**config.mk**
```make
export PLATFORM = sky130hd
export DESIGN_NAME = hit_arbiter
export DESIGN_NICKNAME = d
export VERILOG_FILES = /design/src/rtl/game_pkg.sv /design/src/rtl/stun_timer.sv /design/src/rtl/hit_arbiter.sv
export SDC_FILE = /design/constraint.sdc
export NUM_CORES = 1
export LEC_CHECK = 0
export ABC_AREA = 1
export BUFFER_PORTS_ARGS = -buffer_cell sky130_fd_sc_hd__buf_2
export CORE_MARGIN = 2
export CORE_UTILIZATION = 35
export DETAILED_ROUTE_END_ITERATION = 12
export PLACE_DENSITY_LB_ADDON = 0.05
export SLEW_MARGIN = 10
export SYNTH_ARGS = -nofsm -noshare
export SYNTH_HDL_FRONTEND = slang
export SYNTH_SLANG_ARGS = --single-unit
export TNS_END_PERCENT = 50
```
**constraint.sdc**
```tcl
create_clock -name clk -period 1.3 [get_ports clk]
set_clock_uncertainty 0.15 [all_clocks]
set_input_delay 0 -clock clk [delete_from_list [all_inputs] [get_ports clk]]
set_output_delay 0 -clock clk [all_outputs]
set_load 0.005 [all_outputs]
```
**src/rtl/game_pkg.sv**
```systemverilog
// Shared game-level definitions: arbiter state encoding, health width and
// player bit indices used on hit_ack, hit_blocked and ko.
package game_pkg;

  localparam int HEALTH_W = 3;

  localparam int P1 = 0;
  localparam int P2 = 1;

  typedef enum logic [1:0] {
    S_ARB_IDLE   = 2'd0,
    S_ARB_ACTIVE = 2'd1,
    S_ARB_KO     = 2'd2
  } arb_state_t;

endpackage

```
**src/rtl/stun_timer.sv**
```systemverilog
// Per-player hit-stun counter: loads on a hit, counts down once per frame,
// and reports active while nonzero.
module stun_timer #(
  parameter int STUN_FRAMES = 30,
  parameter int W           = $clog2(STUN_FRAMES + 1)
) (
  input  logic         clk,
  input  logic         reset,
  input  logic         load,
  input  logic [W-1:0] load_value,
  output logic         active
);

  logic [W-1:0] count;

  // NOTE: clocked state is always written with <= so every register samples
  // pre-edge values, independent of the order the blocks are evaluated in.
  always_ff @(posedge clk or posedge reset) begin
    if (reset) begin
      count <= '0;
    end else if (load) begin
      count <= load_value;
    end else if (count != '0) begin
      count <= count - W'(1);
    end
  end

  assign active = (count != '0);

endmodule

```
**src/rtl/hit_arbiter.sv**
```systemverilog
// Health owner and per-frame hit arbiter for both players (trade, block, stun).
// Build option: define HIT_ARBITER_CHIP_DAMAGE_EN for 1-point chip damage on blocked hits.
module hit_arbiter
  import game_pkg::*;
#(
  parameter int MAX_HEALTH   = 5,
  parameter int DAMAGE       = 1,
  parameter int STUN_FRAMES  = 30,
  parameter int BLOCK_FRAMES = 10
) (
  input  logic                clk,
  input  logic                reset,
  input  logic                fight_active,
  input  logic                p1_hit_req,
  input  logic                p2_hit_req,
  input  logic                p1_block,
  input  logic                p2_block,
  output logic [HEALTH_W-1:0] p1_health,
  output logic [HEALTH_W-1:0] p2_health,
  output logic                p1_stunned,
  output logic                p2_stunned,
  output logic [1:0]          hit_ack,
  output logic [1:0]          hit_blocked,
  output logic [1:0]          ko
);

  localparam int STUN_W = $clog2(STUN_FRAMES + 1);
  localparam logic [HEALTH_W-1:0] MAX_H      = HEALTH_W'(MAX_HEALTH);
  localparam logic [HEALTH_W-1:0] DMG_H      = HEALTH_W'(DAMAGE);
  localparam logic [STUN_W-1:0]   STUN_LOAD  = STUN_W'(STUN_FRAMES);
  localparam logic [STUN_W-1:0]   BLOCK_LOAD = STUN_W'(BLOCK_FRAMES);

  arb_state_t state, state_next;
  logic       start_round;
  logic       hits_live;
  logic       p1_accept, p2_accept;

  function automatic logic [HEALTH_W-1:0] hit_health(input logic [HEALTH_W-1:0] h,
                                                     input logic blocked);
    if (!blocked) return (h > DMG_H) ? h - DMG_H : '0;
`ifdef HIT_ARBITER_CHIP_DAMAGE_EN
    return (h > HEALTH_W'(1)) ? h - HEALTH_W'(1) : h;
`else
    return h;
`endif
  endfunction

  always_ff @(posedge clk or posedge reset) begin
    if (reset) state <= S_ARB_IDLE;
    else       state <= state_next;
  end

  // NOTE: every always_comb output gets a default first, so no path through
  // the case statement leaves a signal unassigned and infers a latch.
  always_comb begin
    state_next  = state;
    start_round = 1'b0;
    hits_live   = 1'b0;
    case (state)
      S_ARB_IDLE: begin
        if (fight_active) begin
          state_next  = S_ARB_ACTIVE;
          start_round = 1'b1;
        end
      end
      S_ARB_ACTIVE: begin
        if (!fight_active) begin
          state_next = S_ARB_IDLE;
        end else begin
          hits_live = 1'b1;
          if (ko != 2'b00) state_next = S_ARB_KO;
        end
      end
      S_ARB_KO: begin
        if (!fight_active) state_next = S_ARB_IDLE;
      end
      default: state_next = S_ARB_IDLE;
    endcase
  end

  // A player's hit lands only when the defender was not stunned before this edge.
  assign p1_accept = hits_live & p1_hit_req & ~p2_stunned;
  assign p2_accept = hits_live & p2_hit_req & ~p1_stunned;

  always_ff @(posedge clk or posedge reset) begin
    if (reset) begin
      p1_health   <= MAX_H;
      p2_health   <= MAX_H;
      hit_ack     <= 2'b00;
      hit_blocked <= 2'b00;
    end else begin
      hit_ack[P1]     <= p1_accept;
      hit_ack[P2]     <= p2_accept;
      hit_blocked[P1] <= p1_accept & p2_block;
      hit_blocked[P2] <= p2_accept & p1_block;
      if (start_round) begin
        p1_health <= MAX_H;
        p2_health <= MAX_H;
      end else begin
        if (p1_accept) p2_health <= hit_health(p2_health, p2_block);
        if (p2_accept) p1_health <= hit_health(p1_health, p1_block);
      end
    end
  end

  // Each timer guards its own player; it is loaded by the opponent's hit.
  stun_timer #(.STUN_FRAMES(STUN_FRAMES), .W(STUN_W)) u_p1_stun (
    .clk        (clk),
    .reset      (reset),
    .load       (start_round | p2_accept),
    .load_value (start_round ? '0 : (p1_block ? BLOCK_LOAD : STUN_LOAD)),
    .active     (p1_stunned)
  );

  stun_timer #(.STUN_FRAMES(STUN_FRAMES), .W(STUN_W)) u_p2_stun (
    .clk        (clk),
    .reset      (reset),
    .load       (start_round | p1_accept),
    .load_value (start_round ? '0 : (p2_block ? BLOCK_LOAD : STUN_LOAD)),
    .active     (p2_stunned)
  );

  assign ko[P1] = (p1_health == '0);
  assign ko[P2] = (p2_health == '0);

endmodule

```
== Yosys cells after proc, flatten, opt, wreduce, memory -nomap -nowiden ==
Cells that the tools add are included.

* Add/sub/neg operators: 4
* $lt $le $gt $ge: 2
* Equality and inequality tests: 5
* Multiplexer cells: 32
* Bitwise logic cells: 10
* Reduce and logical (&&, ||, !) cells: 15

{| class="wikitable"
|+ Operator list
! cell !! number
|-
| 5-bit two-way mux || 8
|-
| 3-bit two-way mux || 10
|-
| 2-bit nonzero test || 7
|-
| 5-bit nonzero test || 2
|-
| 5-bit by 1-bit subtractor with 5-bit output (second input constant) || 2
|-
| 1-bit two-way mux || 9
|-
| 2-bit two-way mux || 4
|-
| 1-bit AND || 6
|-
| 3-bit by 1-bit greater-than comparator with 1-bit output (second input constant) || 2
|-
| 3-bit zero test || 2
|-
| 2-bit case mux with 3 select lines || 1
|-
| 3-bit by 1-bit subtractor with 3-bit output (second input constant) || 2
|-
| 2-bit inequality test (second input constant) || 2
|-
| 2-bit AND reduction || 2
|-
| 3-bit inequality test (second input constant) || 1
|-
| 3-bit AND reduction || 1
|-
| 2-bit by 1-bit equality test with 1-bit output (second input constant) || 1
|-
| 2-bit equality test (second input constant) || 1
|-
| 2-bit zero test || 1
|-
| 1-bit NOT || 2
|-
| 1-bit OR || 2
|}

* Flip-flop bits (word level): 22
* Output and inout port bits: 14
* Logic and storage cells: 75

== Logic depth before layout (Yosys ltp) ==
* Word-level depth: 9
* Depth in mapped cells: 8
* Depth with buffers taken out: 8

== Modules after synthesis ==
A second synthesis with hierarchy kept.

* Cells, all modules: 187
* Area, all modules: 1381.3 µm²

{| class="wikitable"
|+ By module, submodules not included
! module !! times used !! cells each !! area each (µm²) !! seq. area each (µm²)
|-
| hit_arbiter || 1 || 109 || 775.7 || 305.3
|-
| stun_timer || 2 || 39 || 302.8 || 125.1
|}

== Least setup slack after synthesis ==
Ideal clock, no wire load.

* Kind: register to register
* Start point: reg p2_health[0]
* End point: reg p2_health[1]
* Arrival time: 1194 ps
* Path slack: -120 ps
* Stages on the path, launching flop included: 5
* Path buffers: 0
* Period minus slack after synthesis: 1420 ps
* Cell sequence: dfstp_2 inv_1 ha_1 or2_1 o21ai_1

* Cells in the longest elaborated chain, start to end: 6
* Elaborated cells between the ends (all ways): 7
* Classes of those cells: add/sub (1); order compare (1); mux (5)

{| class="wikitable"
|+ RTL lines
! what !! line !! text
|-
| start: declaration || hit_arbiter.sv:19 || <nowiki>output logic [HEALTH_W-1:0] p2_health,</nowiki>
|-
| start signal: assignment || hit_arbiter.sv:100 || <nowiki>if (p1_accept) p2_health <= hit_health(p2_health, p2_block);</nowiki>
|-
| 3-bit by 1-bit subtractor with 3-bit output / 3-bit by 1-bit greater-than comparator with 1-bit output (equally long branches) || hit_arbiter.sv:40 || <nowiki>if (!blocked) return (h > DMG_H) ? h - DMG_H : '0;</nowiki>
|-
| 3-bit two-way mux (*) (2 in a row) || hit_arbiter.sv:40 ||
|-
| 3-bit two-way mux (*) || hit_arbiter.sv:44 || <nowiki>return h;</nowiki>
|-
| 3-bit two-way mux (*) || hit_arbiter.sv:100 ||
|-
| 3-bit two-way mux (*) || hit_arbiter.sv:96 || <nowiki>if (start_round) begin</nowiki>
|}

Mark *: on every way between the ends. The rest lies on a longest branch, timed or not. The select of a mux whose other input is x is not followed.
A chain may end at the register's enable or synchronous reset.

== Worst setup path in the final report ==
* Start point: reg p2_health[0]
* End point: out ko[1]

* Cells in the longest elaborated chain, start to end: 1

{| class="wikitable"
|+ RTL lines
! what !! line !! text
|-
| 3-bit zero test || hit_arbiter.sv:124 || <nowiki>assign ko[P2] = (p2_health == '0);</nowiki>
|-
| end: declaration || hit_arbiter.sv:24 || <nowiki>output logic [1:0] ko</nowiki>
|}

No other way between the ends.

==> results.sh <==
export IMPL_dpl_worst_slack_ns=-0.2066
export IMPL_grt_max_degree=12
export IMPL_p_leak_nw=1.105
export IMPL_synth_compound_area_frac=0.08133
export IMPL_status="complete, but fails checks"
export IMPL_violations="setup timing"
export IMPL_cp_arrival_ns=1.35
export IMPL_die_area_um2=4054
export IMPL_grt_total_usage=0.1645
export IMPL_numCtsBuffers=3
export IMPL_slew_headroom=0.7397
export IMPL_synth_top_family_by_area="simple AND/OR/NAND/NOR gates"
export IMPL_fmax_ghz=0.6664
export IMPL_synth_adder_area_share=0.08032
export IMPL_finalHoldViolations=0
export IMPL_grt_overflow=0
export IMPL_hp_class="primary input to async pin"
export IMPL_core_um2=3390
export IMPL_cts_buffer_depth=2
export IMPL_path_max_fanout=2
export IMPL_fp_dieW_um=63.67
export IMPL_num_io_pins=21
export IMPL_yosys_most_used_dff="dfrtp_1"
export IMPL_period_minus_slack_ns=1.501
export IMPL_grt_pass1_wl_um=5319
export IMPL_synth_edff_count=0
export IMPL_finalPower_w=0.005034
export IMPL_drc=0
export IMPL_ys_warn_count=0
export IMPL_instances_no_fill=269
export IMPL_syn_num_nets=163
export IMPL_vias=1236
export IMPL_synth_xor_area_frac=0.04217
export IMPL_grt_pass1_vias=1215
export IMPL_wl_per_cell_um=12.61
export IMPL_ys_seq_area_frac=0.4458
export IMPL_reg2reg_depth=7
export IMPL_fin_crit_sh=1.154
export IMPL_required_ns=1.15
export IMPL_ys_types=22
export IMPL_root_buffer="clkbuf_4"
export IMPL_cts_num_sinks=22
export IMPL_die_h_um=63.67
export IMPL_synth_area_um2=1246
export IMPL_numPortBuffers=20
export IMPL_setup_worst_path_start_class="flip-flop"
export IMPL_area_growth_pct=71.99
export IMPL_timing_hold_ws_ns=0.05222
export IMPL_layout_drive_gt1_share=0.6143
export IMPL_path_clk_slew_ns=0.12
export IMPL_synthSimpleGateAreaFrac=0.2620
export IMPL_setup_viol=24
export IMPL_place_inst=241
export IMPL_postRouteAntennaNets=0
export IMPL_path_class="flip-flop to output pin"
export IMPL_dpl_hpwl_um=2135
export IMPL_avgSynthCellArea_um2=8.420
export IMPL_wl_um=3392
export IMPL_rsz0062_at_grt="true"
export IMPL_nets=240
export IMPL_r2r_start="p2_health[0]$_DFFE_PP1P_"
export IMPL_place_congestion=0.8017
export IMPL_r2r_end="p2_health[2]$_DFFE_PP1P_"
export IMPL_cap_violations=0
export IMPL_critPathCaptureType="output pin"
export IMPL_fillers=292
export IMPL_htree_levels=1
export IMPL_report_final_slew_viol_count=0
export IMPL_antenna_cells=0
export IMPL_synthMuxAreaShare=0
export IMPL_drt_iter0_drc=46
export IMPL_layout_setup_ws_ns=-0.2006
export IMPL_drt_first_pass_iters=4
export IMPL_viasPerCell=4.595
export IMPL_start_util=0.3677
export IMPL_rows=21
export IMPL_grt_antenna_before_repair=0
export IMPL_synthArstFlopShare=1.000
export IMPL_clk_latency_ns=0.30
export IMPL_ys_seq_elements=22
export IMPL_timing_reg2reg_setup_slack_ns=-0.17
export IMPL_most_common_layout_cells="buf_4, buf_2, dfrtp_1"
export IMPL_syn_inst=148
export IMPL_cts_tree="built"
export IMPL_max_slew_worst_pin_slew_ns=0.3900
export IMPL_power_density_nw_per_um2=2349
export IMPL_fin_util=0.6323
export IMPL_ir_worst_vdd_mv=0.9581
export IMPL_final_common_cell="buf_4"
==> registers in the layout, indices dropped and copies added, names as in the netlist <==
signal           cells
hit_ack              2
hit_blocked          2
p1_health            3
p2_health            3
state                2
u_p1_stun.count      5
u_p2_stun.count      5
==> logic make-up after synthesis <==
logic type	count (synthesis)
and+or+nand+nor	65
buffers and inverters	27
DFF	22
AOI/OAI and AO/OA	20
adders and majority gates	8
xor gates and xnor gates	6
==> synth_stat cells, types with 2 or more instances <==
cell,count,area share
o21ai_0,14,0.056
dfstp_2,4,0.084
dfrtp_1,18,0.36
nor2_1,12,0.036
xor2_1,2,0.014
nand2_2,3,0.015
o21ai_1,3,0.012
nand3_1,16,0.064
ha_1,8,0.080
xnor2_1,4,0.028
nand3_2,2,0.016
nor3_1,2,0.0080
or2_1,2,0.010
nand2_1,22,0.066
a21oi_1,2,0.0080
nor2_4,2,0.018
nand2_4,2,0.018
nand4_1,2,0.010
inv_1,25,0.075
==> per-stage QoR <==
step                TNS (ns)  area [µm²]
floorplan            -0.2281        1296
global placement      -1.054        1655
detailed placement    -1.724        1655
CTS                   -2.102        1951
global route          -4.013        2143
finish                -2.253        2143
==> worst max-delay path: stages, from the launching register on <==
cell	delay (ns)
dfstp_2	0.57
inv_2	0.05
ha_4	0.15
inv_2	0.05
buf_6	0.08
nor2_2	0.02
buf_2	0.11
==> worst max-delay path by stage <==
stage,startpoint,endpoint,cells past startpoint
6_report,p2_health[0]$_DFFE_PP1P_,ko[1],6
5_1_grt,p1_health[0]$_DFFE_PP1P_,p1_health[2]$_DFFE_PP1P_,7
4_1_cts,p2_health[0]$_DFFE_PP1P_,ko[1],6
3_5_place_dp,u_p1_stun.count[0]$_DFFE_PP0P_,u_p1_stun.count[1]$_DFFE_PP0P_,8
3_3_place_gp,u_p2_stun.count[0]$_DFFE_PP0P_,u_p2_stun.count[1]$_DFFE_PP0P_,8
2_1_floorplan,p1_health[0]$_DFFE_PP1P_,p1_health[1]$_DFFE_PP0P_,4
==> final cells by class <==
class / count / area [µm²] / area share
clock buffers: 3 / 22.52 / 0.01051
inverters: 25 / 96.34 / 0.04495
multi-input cells: 99 / 843.3 / 0.3935
flip-flops and latches: 22 / 556.8 / 0.2598
well taps: 46 / 57.56 / 0.02685
repair buffers: 74 / 566.8 / 0.2644
==> report_power, final <==
part,switching (W),internal (W),total [W]
Clock,0.000208,0.000108,0.000316
Sequential,0.000175,0.000958,0.00113
Combinational,0.00172,0.00187,0.00359
==> per-layer routing <==
layer / routed length (µm) / share of wire / global-route usage
met5: 0 / 0 / 0
met1: 1501 / 0.44 / 0.2132
met4: 66 / 0.019 / 0.05707
met3: 93 / 0.027 / 0.01250
met2: 1730 / 0.51 / 0.2868
==> what timing repair did <==
item	in CTS	in global routing
hold buffers	6	0
pin swaps	23	25
gates cloned	0	0
gates resized for setup	47	33
endpoints found under the hold margin	34	0
endpoints found under the setup margin	24	26
setup buffers	9	10
No activity file was read; power rests on OpenSTA's default activity.
